===== config.mk =====
export PLATFORM = sky130hd
export DESIGN_NAME = ks10_mem_responder
export DESIGN_NICKNAME = d
export VERILOG_FILES = /design/src/rtl/ks10_bus_pkg.sv /design/src/rtl/ks10_mem_responder.sv
export SDC_FILE = /design/constraint.sdc
export NUM_CORES = 1
export LEC_CHECK = 0
export CAP_MARGIN = 30
export CORE_MARGIN = 4
export CORE_UTILIZATION = 43
export DETAILED_ROUTE_END_ITERATION = 16
export GPL_TIMING_DRIVEN = 0
export PLACE_DENSITY = 0.81
export SETUP_SLACK_MARGIN = 0.4
export SLEW_MARGIN = 20
export SYNTH_ARGS = -nofsm -noshare
export SYNTH_HDL_FRONTEND = slang
export SYNTH_SLANG_ARGS = --single-unit

===== constraint.sdc =====
create_clock -name clk -period 2.4 [get_ports clk]
set_input_delay 0.72 -clock clk [delete_from_list [all_inputs] [get_ports clk]]
set_output_delay 0.72 -clock clk [all_outputs]
set_load 0.1 [all_outputs]

===== src/rtl/ks10_bus_pkg.sv =====
// Shared KS10 backplane definitions: flag bit positions in the address word,
// address field bounds and the memory responder state encoding.
package ks10_bus_pkg;

    // Flag bits in the 36-bit [0:35] address word
    localparam int F_READ   = 3;
    localparam int F_WRTEST = 4;
    localparam int F_WRITE  = 5;
    localparam int F_IO     = 8;

    // Word address field
    localparam int ADDR_LO  = 16;
    localparam int ADDR_HI  = 35;

    typedef enum logic [2:0] {
        IDLE,
        ACCESS,
        WRITEBACK,
        ACK,
        HOLD,
        REJECT
    } state_t;

endpackage


===== src/rtl/ks10_mem_responder.sv =====
// KS10 backplane memory responder: services arbiter requests against a
// synchronous SRAM; unserviceable requests get no ACK and a one-cycle nxmO.
// Ports: clk, rstN; bus side busREQI/busACKO/busADDRI/busDATAI/busDATAO;
// SRAM side sramADDR/sramWE/sramDOUT/sramDIN; nxmO reject pulse.
module ks10_mem_responder
    import ks10_bus_pkg::*;
#(
    parameter int          MEM_AW      = 20,
    parameter int unsigned MEM_SIZE    = 20'h40000,
    parameter int unsigned WAIT_STATES = 0
) (
    input  logic              clk,
    input  logic              rstN,
    input  logic              busREQI,
    output logic              busACKO,
    input  logic [0:35]       busADDRI,
    input  logic [0:35]       busDATAI,
    output logic [0:35]       busDATAO,
    output logic [MEM_AW-1:0] sramADDR,
    output logic              sramWE,
    output logic [35:0]       sramDOUT,
    input  logic [35:0]       sramDIN,
    output logic              nxmO
);

    state_t            state;
    logic [3:0]        cnt;
    logic              op_rd;
    logic              op_wr;
    logic              drop;
    logic [35:0]       rdat;

    logic [19:0]       afield;
    logic [MEM_AW-1:0] addr;
    logic              rd;
    logic              wr;
    logic              reject;
    logic              unused_bits;

    assign afield = busADDRI[ADDR_LO:ADDR_HI];
    assign addr   = afield[MEM_AW-1:0];
    assign rd     = busADDRI[F_READ] | busADDRI[F_WRTEST];
    assign wr     = busADDRI[F_WRITE];
    assign reject = busADDRI[F_IO] | ~(rd | wr)
                  | (32'(addr) >= MEM_SIZE);

    assign unused_bits = ^{busADDRI[0:2], busADDRI[6:7],
                           busADDRI[9:15], afield};

    assign busACKO = (state == ACK);

    // Plain reads return the SRAM output directly: it is valid in the ACK
    // cycle because the address is held and nothing writes it. RMW has
    // already overwritten the word, so it returns the copy taken in
    // WRITEBACK (the read-before-write value).
    always_comb begin
        busDATAO = '0;
        if (state == ACK && op_rd) begin
            busDATAO = op_wr ? rdat : sramDIN;
        end
    end

    always_ff @(posedge clk or negedge rstN) begin
        if (!rstN) begin
            state    <= IDLE;
            cnt      <= '0;
            op_rd    <= 1'b0;
            op_wr    <= 1'b0;
            drop     <= 1'b0;
            rdat     <= '0;
            sramADDR <= '0;
            sramWE   <= 1'b0;
            sramDOUT <= '0;
            nxmO     <= 1'b0;
        end else begin
            sramWE <= 1'b0;
            nxmO   <= 1'b0;
            case (state)
                IDLE: begin
                    if (busREQI) begin
                        if (reject) begin
                            state <= REJECT;
                            nxmO  <= 1'b1;
                        end else begin
                            state    <= ACCESS;
                            sramADDR <= addr;
                            sramDOUT <= busDATAI;
                            op_rd    <= rd;
                            op_wr    <= wr;
                            drop     <= 1'b0;
                            cnt      <= 4'(WAIT_STATES);
                            sramWE   <= wr & ~rd;
                        end
                    end
                end
                ACCESS: begin
                    if (!busREQI) begin
                        drop <= 1'b1;
                    end
                    if (cnt != 4'd0) begin
                        cnt <= cnt - 4'd1;
                    end else if (op_rd && op_wr) begin
                        state  <= WRITEBACK;
                        sramWE <= 1'b1;
                    end else if (drop || !busREQI) begin
                        state <= IDLE;
                    end else begin
                        state <= ACK;
                    end
                end
                WRITEBACK: begin
                    rdat  <= sramDIN;
                    state <= (drop || !busREQI) ? IDLE : ACK;
                end
                ACK: begin
                    state <= HOLD;
                end
                HOLD, REJECT: begin
                    if (!busREQI) begin
                        state <= IDLE;
                    end
                end
                default: begin
                    state <= IDLE;
                end
            endcase
        end
    end

endmodule


==> results of run 1 <==
[cells in the final DEF (no fill, tap or decap), types with 3 or more instances in the layout]
cell type        instances
and2_1                   4
clkinv_2                 3
mux2_2                  36
nor2_4                  36
buf_6                   14
mux2_4                  53
inv_1                    4
buf_2                   57
clkbuf_8                 9
clkbuf_16                6
dlygate4sd2_1            7
clkdlybuf4s50_1         90
buf_16                   3
buf_4                    9
a21oi_1                  4
buf_8                    5
dfrtp_1                104
mux2i_2                 14
nand2_1                  6
buf_12                  44
mux2i_1                 22
nor2b_1                  4
o21ai_0                  4
[flip-flops by register name, indices dropped and copies added, names as in the netlist]
signal and count:
cnt 4, drop 1, nxmO 1, op_rd 1
op_wr 1, rdat 36, sramADDR 20, sramDOUT 36
sramWE 1, state 3
[repair_timing]
item	4_1_cts	5_1_grt
resized for setup	634	61
buffers inserted	11	7
pin swaps	6	5
setup endpoints to repair	151	69
cloned	5	2
[synthesized netlist by cell type (2+ instances only)]
cell type	count	area share [%]
ha_1	2	0.52
a21oi_1	4	0.42
and2_1	4	0.52
nor2_1	38	3.0
o2bb2ai_1	2	0.36
buf_6	5	1.2
a31oi_1	2	0.26
dfrtp_1	104	54
mux2_4	27	8.4
clkbuf_1	5	0.39
buf_4	2	0.31
buf_2	2	0.21
nor2b_1	4	0.52
o22ai_1	2	0.26
mux2_2	62	15
buf_12	4	1.7
o21ai_0	4	0.42
mux2i_1	36	7.5
nand2_1	7	0.55
mux2_1	2	0.47
inv_1	4	0.31
[through the flow]
| stage | utilization [%] | cell area [µm²] | setup TNS, ps | setup slack, ps | instances |
|---|---|---|---|---|---|
| 2_1_floorplan | - | 5155 | -7191 | -233.4 | 344 |
| 3_3_place_gp | 66.70 | 7262 | -389790 | -3347 | 677 |
| 3_5_place_dp | 67.21 | 7318 | -43710 | -1111 | 679 |
| 4_1_cts | 72.06 | 7846 | -5738 | -202.8 | 711 |
| 5_1_grt | 74.73 | 8137 | -7935 | -248.3 | 722 |
| 6_report | 74.73 | 8137 | -5249 | -177.4 | 722 |
[area by class of cell]
type / count / area [µm²] / area share (%)
diodes: 2 / 5.005 / 0.06151
plain buffers: 19 / 280.3 / 3.445
clock buffers: 10 / 127.6 / 1.569
clock inverters: 6 / 60.06 / 0.7381
inverters: 4 / 15.01 / 0.1845
multi-input cells: 218 / 2476 / 30.43
flip-flops and latches: 104 / 2603 / 31.99
well taps: 140 / 175.2 / 2.153
repair buffers: 219 / 2395 / 29.43
[worst max-delay path, stage by stage (launching register included)]
cell and delay, ps:
dfrtp_1 380, buf_6 110, and3b_4 360, nand2_8 110, clkbuf_16 220, nor2_4 110, buf_12 180
[final timing paths]
path | endpoint | slack [ps] | cells past startpoint
min | sramDOUT[0]$_DFFE_PN0P_ | 280 | 1
max | busDATAO[19] | -180 | 6
max in group asynchronous | rdat[8]$_DFFE_PN0N_ | 1490 | 2
min reg2reg | sramADDR[18]$_DFFE_PN0P_ | 490 | 1
max reg2reg | sramDOUT[14]$_DFFE_PN0P_ | 330 | 9
min in group clk | sramADDR[18]$_DFFE_PN0P_ | 490 | 1
[where the power goes]
| group | internal, W | total (W) | leakage, nW | switching (W) |
|---|---|---|---|---|
| sequential | 0.00235 | 0.00273 | 1.35 | 0.000382 |
| combinational | 0.00159 | 0.00556 | 2.19 | 0.00397 |
| clock | 0.000477 | 0.00108 | 0.0921 | 0.000605 |
[kinds of logic (layout without fill, tap and decap cells)]
group	count (synthesis)	count (layout)	synth area share [%]
other	0	2	0
AND/OR/NAND/NOR	68	69	7.454
adder cells (fa/ha/maj)	2	2	0.5212
AO/OA/AOI/OAI	20	20	2.711
multiplexers	127	127	30.96
buffers and inverters	23	258	4.144
flip-flops	104	104	54.21
[per-layer routing]
metal / wire, µm / global-route usage [%]
met1: 5343 / 24.26
met2: 6525 / 35.53
met5: 0 / 0
met3: 1117 / 6.950
met4: 245 / 6.731
==> results by group, run 1 <==
Yosys
  – Post-synth ARST share: 100.0%
  – Mean post-synth cell area: 13.96 µm²
  – Yosys warnings: 0
  – Mapped Area: 4801 µm²
  – Most used DFF post-synth: dfrtp_1
  – Number of flops mapped to enable cells by yosys: 0
  – Mapped Cells: 344
  – #FFs+latches synth: 104
  – Yosys cell types: 43
  – Synth Net Count: 457
  – Register area share after synthesis: 54.21%

Setup path
  – Crit end category: output pin
  – Critical path startpoint: state[2]$_DFFE_PN0P_
  – Max FO, Critical Path: 6
  – CP arrival: 1860 ps
  – RR Startpoint: state[2]$_DFFE_PN0P_
  – Startpoint Class: flop
  – Crit Path Class: flop to output pin
  – CP Data Required Time: 1680 ps

Placement
  – Buffers on Ports: 193
  – Placer Congestion: 0.8051
  – DPL Wire Length: 9083 µm

Die
  – Std cell rows: 38
  – Die height: 113.7 µm
  – I/O pin cnt: 206
  – DIE AREA: 12920 µm²
  – Area of the core: 10890 µm²
  – Die W: 113.7 µm
  – Initial core utilization: 44.09%

Timing
  – Final Hold Violating Endpoints: 0
  – Worst-case clock skew: 9.294 ps
  – Slew @ Worst Pin: 723.1 ps
  – Period utilisation layout: 107.4%
  – Fin crit period: 2577 ps
  – F_max: 388.0 MHz
  – Max Slew Vio Count: 0
  – Hold_ws: 279.6 ps
  – Rel. slew slack: 51.69%
  – Setup violations, final: 36
  – RSZ-0062 raised after global routing: yes
  – Fin worst setup slack: -177.4 ps

Global routing
  – Pin count of the biggest net entering global routing: 54
  – Total global-route track usage: 20.63%
  – Global-route wire length before repair: 20990 µm
  – Grt total ovfl: 0
  – Vias in the first global route: 4037
  – Initial antenna violation count: 1

Drt
  – Routed len/inst: 18.33 µm
  – WL final: 13230 µm
  – DRT antenna net count: 0
  – Drt drc: 0
  – DR vias/cell: 5.010
  – Initial DRC count: 159
  – Via count: 3617
  – Detailed Routing Iterations Pass 1: 4

Clocking
  – Clock Sink Count: 104
  – Clock latency on the worst-skew pair: 380 ps
  – Clk buf depth: 2
  – CTS root buf: clkbuf_8
  – TritonCTS buffer count: 9
  – Hold_buf cts: 0
  – H-tree Lvls: 3
  – Clock-pin slew of the registers on the worst-case setup and hold paths: 100 ps
  – CTS tree: yes

Pwr
  – Power density over the cells: 1152 nW/µm²
  – Final total power: 0.009377 W
  – Leak: 3.639 nW
  – VDD IR-drop max: 0.001385 V

Worst hold path
  – Worst Hold Class: input port to asynchronous set/reset pin

Final layout
  – Fin nets: 688
  – Area growth, synth to finish: 69.48%
  – Filler cells: 691
  – Fraction of layout cells with a size suffix above 1: 52.59%

Run status
  – Failing checks: negative setup slack
  – Status: complete, but fails checks

Run
  – Max Cap Viol: 0
Note: power is estimated with default switching activity, not from simulation.
==> inputs of run 2 (changes only) <==
--- a/config.mk
+++ b/config.mk
@@ -5,6 +5,7 @@
 export SDC_FILE = /design/constraint.sdc
 export NUM_CORES = 1
 export LEC_CHECK = 0
+export ABC_AREA = 1
 export CAP_MARGIN = 30
 export CORE_MARGIN = 4
 export CORE_UTILIZATION = 43
==> constraint.sdc (replaced) <==
create_clock -name clk -period 2.9 [get_ports clk]
set_input_delay 0.87 -clock clk [delete_from_list [all_inputs] [get_ports clk]]
set_output_delay 0.87 -clock clk [all_outputs]
set_load 0.1 [all_outputs]
==> results by group, run 2 <==
Final layout
  – Commonest non-fill, non-tap cell in the layout: nand2_1
  – Fin nets: 1019
  – Biggest regs: rdat: 36 flops, sramDOUT: 36 flops, sramADDR: 20 flops
  – Final std cells w/o fill: 1049
  – N_diodes: 0
  – Filler cells: 616
  – Most frequent cells in the layout: nand2_1 (175), dfrtp_1 (103), buf_4 (82)
  – Area growth, synth to finish: 83.80%
  – Fraction of layout cells with a size suffix above 1: 35.09%

Timing
  – Rel. slew slack: 33.23%
  – Slew @ Worst Pin: 1005 ps
  – Max Slew Vio Count: 0
  – RSZ-0062 raised after global routing: yes
  – Fin crit period: 2653 ps
  – Final Hold Violating Endpoints: 0
  – Setup violations, final: 0
  – Fin worst setup slack: 247.4 ps
  – Worst-case clock skew: 8.108 ps
  – F_max: 377.0 MHz
  – Period utilisation layout: 91.47%

Run
  – Max Cap Viol: 0

Setup path
  – RR Startpoint: state[1]$_DFFE_PN0P_
  – Crit end category: output pin
  – Max FO, Critical Path: 7
  – CP max-delay cell: dfrtp_1
  – CP arrival: 1780 ps
  – CP cell instances: inv_2, nand3_4, clkinvlp_4, nand2_8, buf_12, buf_16, nor2_4, buf_12
  – CP Data Required Time: 2030 ps
  – Critical Path Max Stage Delay: 420 ps
  – Reg-to-Reg End: rdat[18]$_DFFE_PN0N_
  – Worst R2R Path Depth: 6
  – Cell repeated most along the worst path: buf_12
  – R2R Setup Slk: 940 ps
  – Crit Path Class: flop to output pin
  – Startpoint Class: flop

Drt
  – WL final: 20740 µm
  – Detailed Routing Iterations Pass 1: 6
  – DRT antenna net count: 0
  – Drt drc: 0
  – Routed len/inst: 19.77 µm
  – Initial DRC count: 563
  – DR vias/cell: 5.436
  – Via count: 5702

Die
  – Area of the core: 10890 µm²
  – Initial core utilization: 44.25%
  – Std cell rows: 38
  – Die height: 113.9 µm
  – I/O pin cnt: 206
  – Die W: 113.9 µm
  – DIE AREA: 12960 µm²

Yosys
  – Most frequent cell after synthesis: nand2_1
  – Yosys cell types: 21
  – Register area share after synthesis: 54.01%
  – #FFs+latches synth: 104
  – Synth Net Count: 723
  – Post-synth top area cell: dfrtp_1
  – Mapped Area: 4818 µm²
  – Most used DFF post-synth: dfrtp_1
  – Number of flops mapped to enable cells by yosys: 0
  – Yosys warnings: 0
  – Mean post-synth cell area: 7.899 µm²
  – Synth top cells by count: nand2_1 (176), dfrtp_1 (104), nor2_1 (84)
  – Post-synth ARST share: 100.0%
  – Mapped Cells: 610
  – Share of the synthesized area in the top cell type: 54.01%
  – Synth top area cells: dfrtp_1 (54%), nand2_1 (14%), nand3_1 (6.8%)

Pwr
  – Reg power frac: 29.0%
  – Final total power: 0.008891 W
  – VDD IR-drop max: 0.001026 V
  – Clk network pwr share: 10.3%
  – Pint: 0.003756 W
  – Leak: 4.400 nW
  – Sw Ratio: 57.75%
  – Power density over the cells: 1004 nW/µm²
  – Combinational Power Share: 60.6%
  – NetSw: 0.005135 W

Placement
  – Placer Congestion: 0.8941
  – Buffers on Ports: 193
  – DPL Wire Length: 11610 µm
  – Setup WS pre-CTS: -819.8 ps
  – DP Cell Count: 945

Global routing
  – Vias in the first global route: 6018
  – Initial antenna violation count: 0
  – Pin count of the biggest net entering global routing: 54
  – Total global-route track usage: 30.70%
  – Grt total ovfl: 0
  – Global-route wire length before repair: 31390 µm

Worst hold path
  – Worst Hold Class: input port to asynchronous set/reset pin

Clocking
  – Clock Sink Count: 104
  – Clock latency on the worst-skew pair: 350 ps
  – Clk buf depth: 2
  – Clock-pin slew of the registers on the worst-case setup and hold paths: 90 ps
  – H-tree Lvls: 3
  – CTS tree: yes
  – TritonCTS buffer count: 9
  – CTS root buf: clkbuf_8
  – Hold_buf cts: 0

Run status
  – Status: finished, final reports clean
## run 2: worst max path at each step
stage | startpoint | to | slack [ps] | cells past startpoint
after global routing | state[2]$_DFFE_PN0P_ | busDATAO[15] | 190 | 8
after global placement | rstN | sramADDR[5]$_DFFE_PN0P_ | -2860 | 1
after floorplan | state[2]$_DFFE_PN0P_ | busDATAO[10] | 190 | 6
after detailed placement | sramDIN[4] | busDATAO[31] | -820 | 6
after CTS | sramDIN[33] | busDATAO[2] | 120 | 6
final | state[2]$_DFFE_PN0P_ | busDATAO[2] | 250 | 8
## run 2: per-stage QoR
step	hold WS [ps]	cell area (µm²)	util [%]	setup TNS, ps
6_report	463.1	8856	81.34	0
3_3_place_gp	453.2	7266	66.73	-324620
2_1_floorplan	442.6	5159	-	0
4_1_cts	453.4	8725	80.13	0
5_1_grt	486.0	8856	81.34	0
3_5_place_dp	457.2	7322	67.25	-28110
## run 2: routing by layer
layer  track usage (%)  up-vias  share of wire, %
met2             52.93      412                49
met5                 0        -                 0
li1                  -     2507                 -
met4             12.51        0               4.3
met1             34.77     2685                36
met3             10.72       98                11
## run 2: power groups by stage
stage	logic (W)	registers (W)	clock network (W)
after CTS	0.00512	0.00249	0.000926
after global placement	0.00487	0.00244	0
after global routing	0.00565	0.00264	0.000990
after detailed placement	0.00502	0.00248	0
final	0.00539	0.00258	0.000919
after floorplan	0.00131	0.00483	0
## run 2: layout make-up
type	count	area (µm²)	area share, %
repair buffers	285	3025	34.16
flip-flops and latches	104	2604	29.40
multi-input cells	417	2371	26.77
plain buffers	35	280.3	3.165
inverters	54	206.4	2.331
well taps	140	175.2	1.978
clock buffers	11	151.4	1.710
clock inverters	3	42.54	0.4804
## run 2: logic make-up (layout without fill, tap and decap cells)
family                   after synthesis  count (layout)  synth area share, %
adder cells (fa/ha/maj)                2               2               0.5193
buffers and inverters                 89             388                8.180
AO/OA/AOI/OAI                         78              78                8.257
flip-flops                           104             104                54.01
AND/OR/NAND/NOR                      336             336                28.85
XOR/XNOR                               1               1               0.1818
## run 2: what timing repair did
| action | 4_1_cts | 5_1_grt |
|---|---|---|
| setup buffers | 82 | 5 |
| gates cloned | 3 | 0 |
| gates resized for setup | 521 | 82 |
| setup endpoints to repair | 94 | 79 |
| pin swaps | 61 | 37 |
## run 2: worst max-delay path, delay by kind of cell, from the launching register on
family | cells | cell delay, ps
and+or+nand+nor | 3 | 320
DFF | 1 | 420
buffers and inverters | 5 | 690
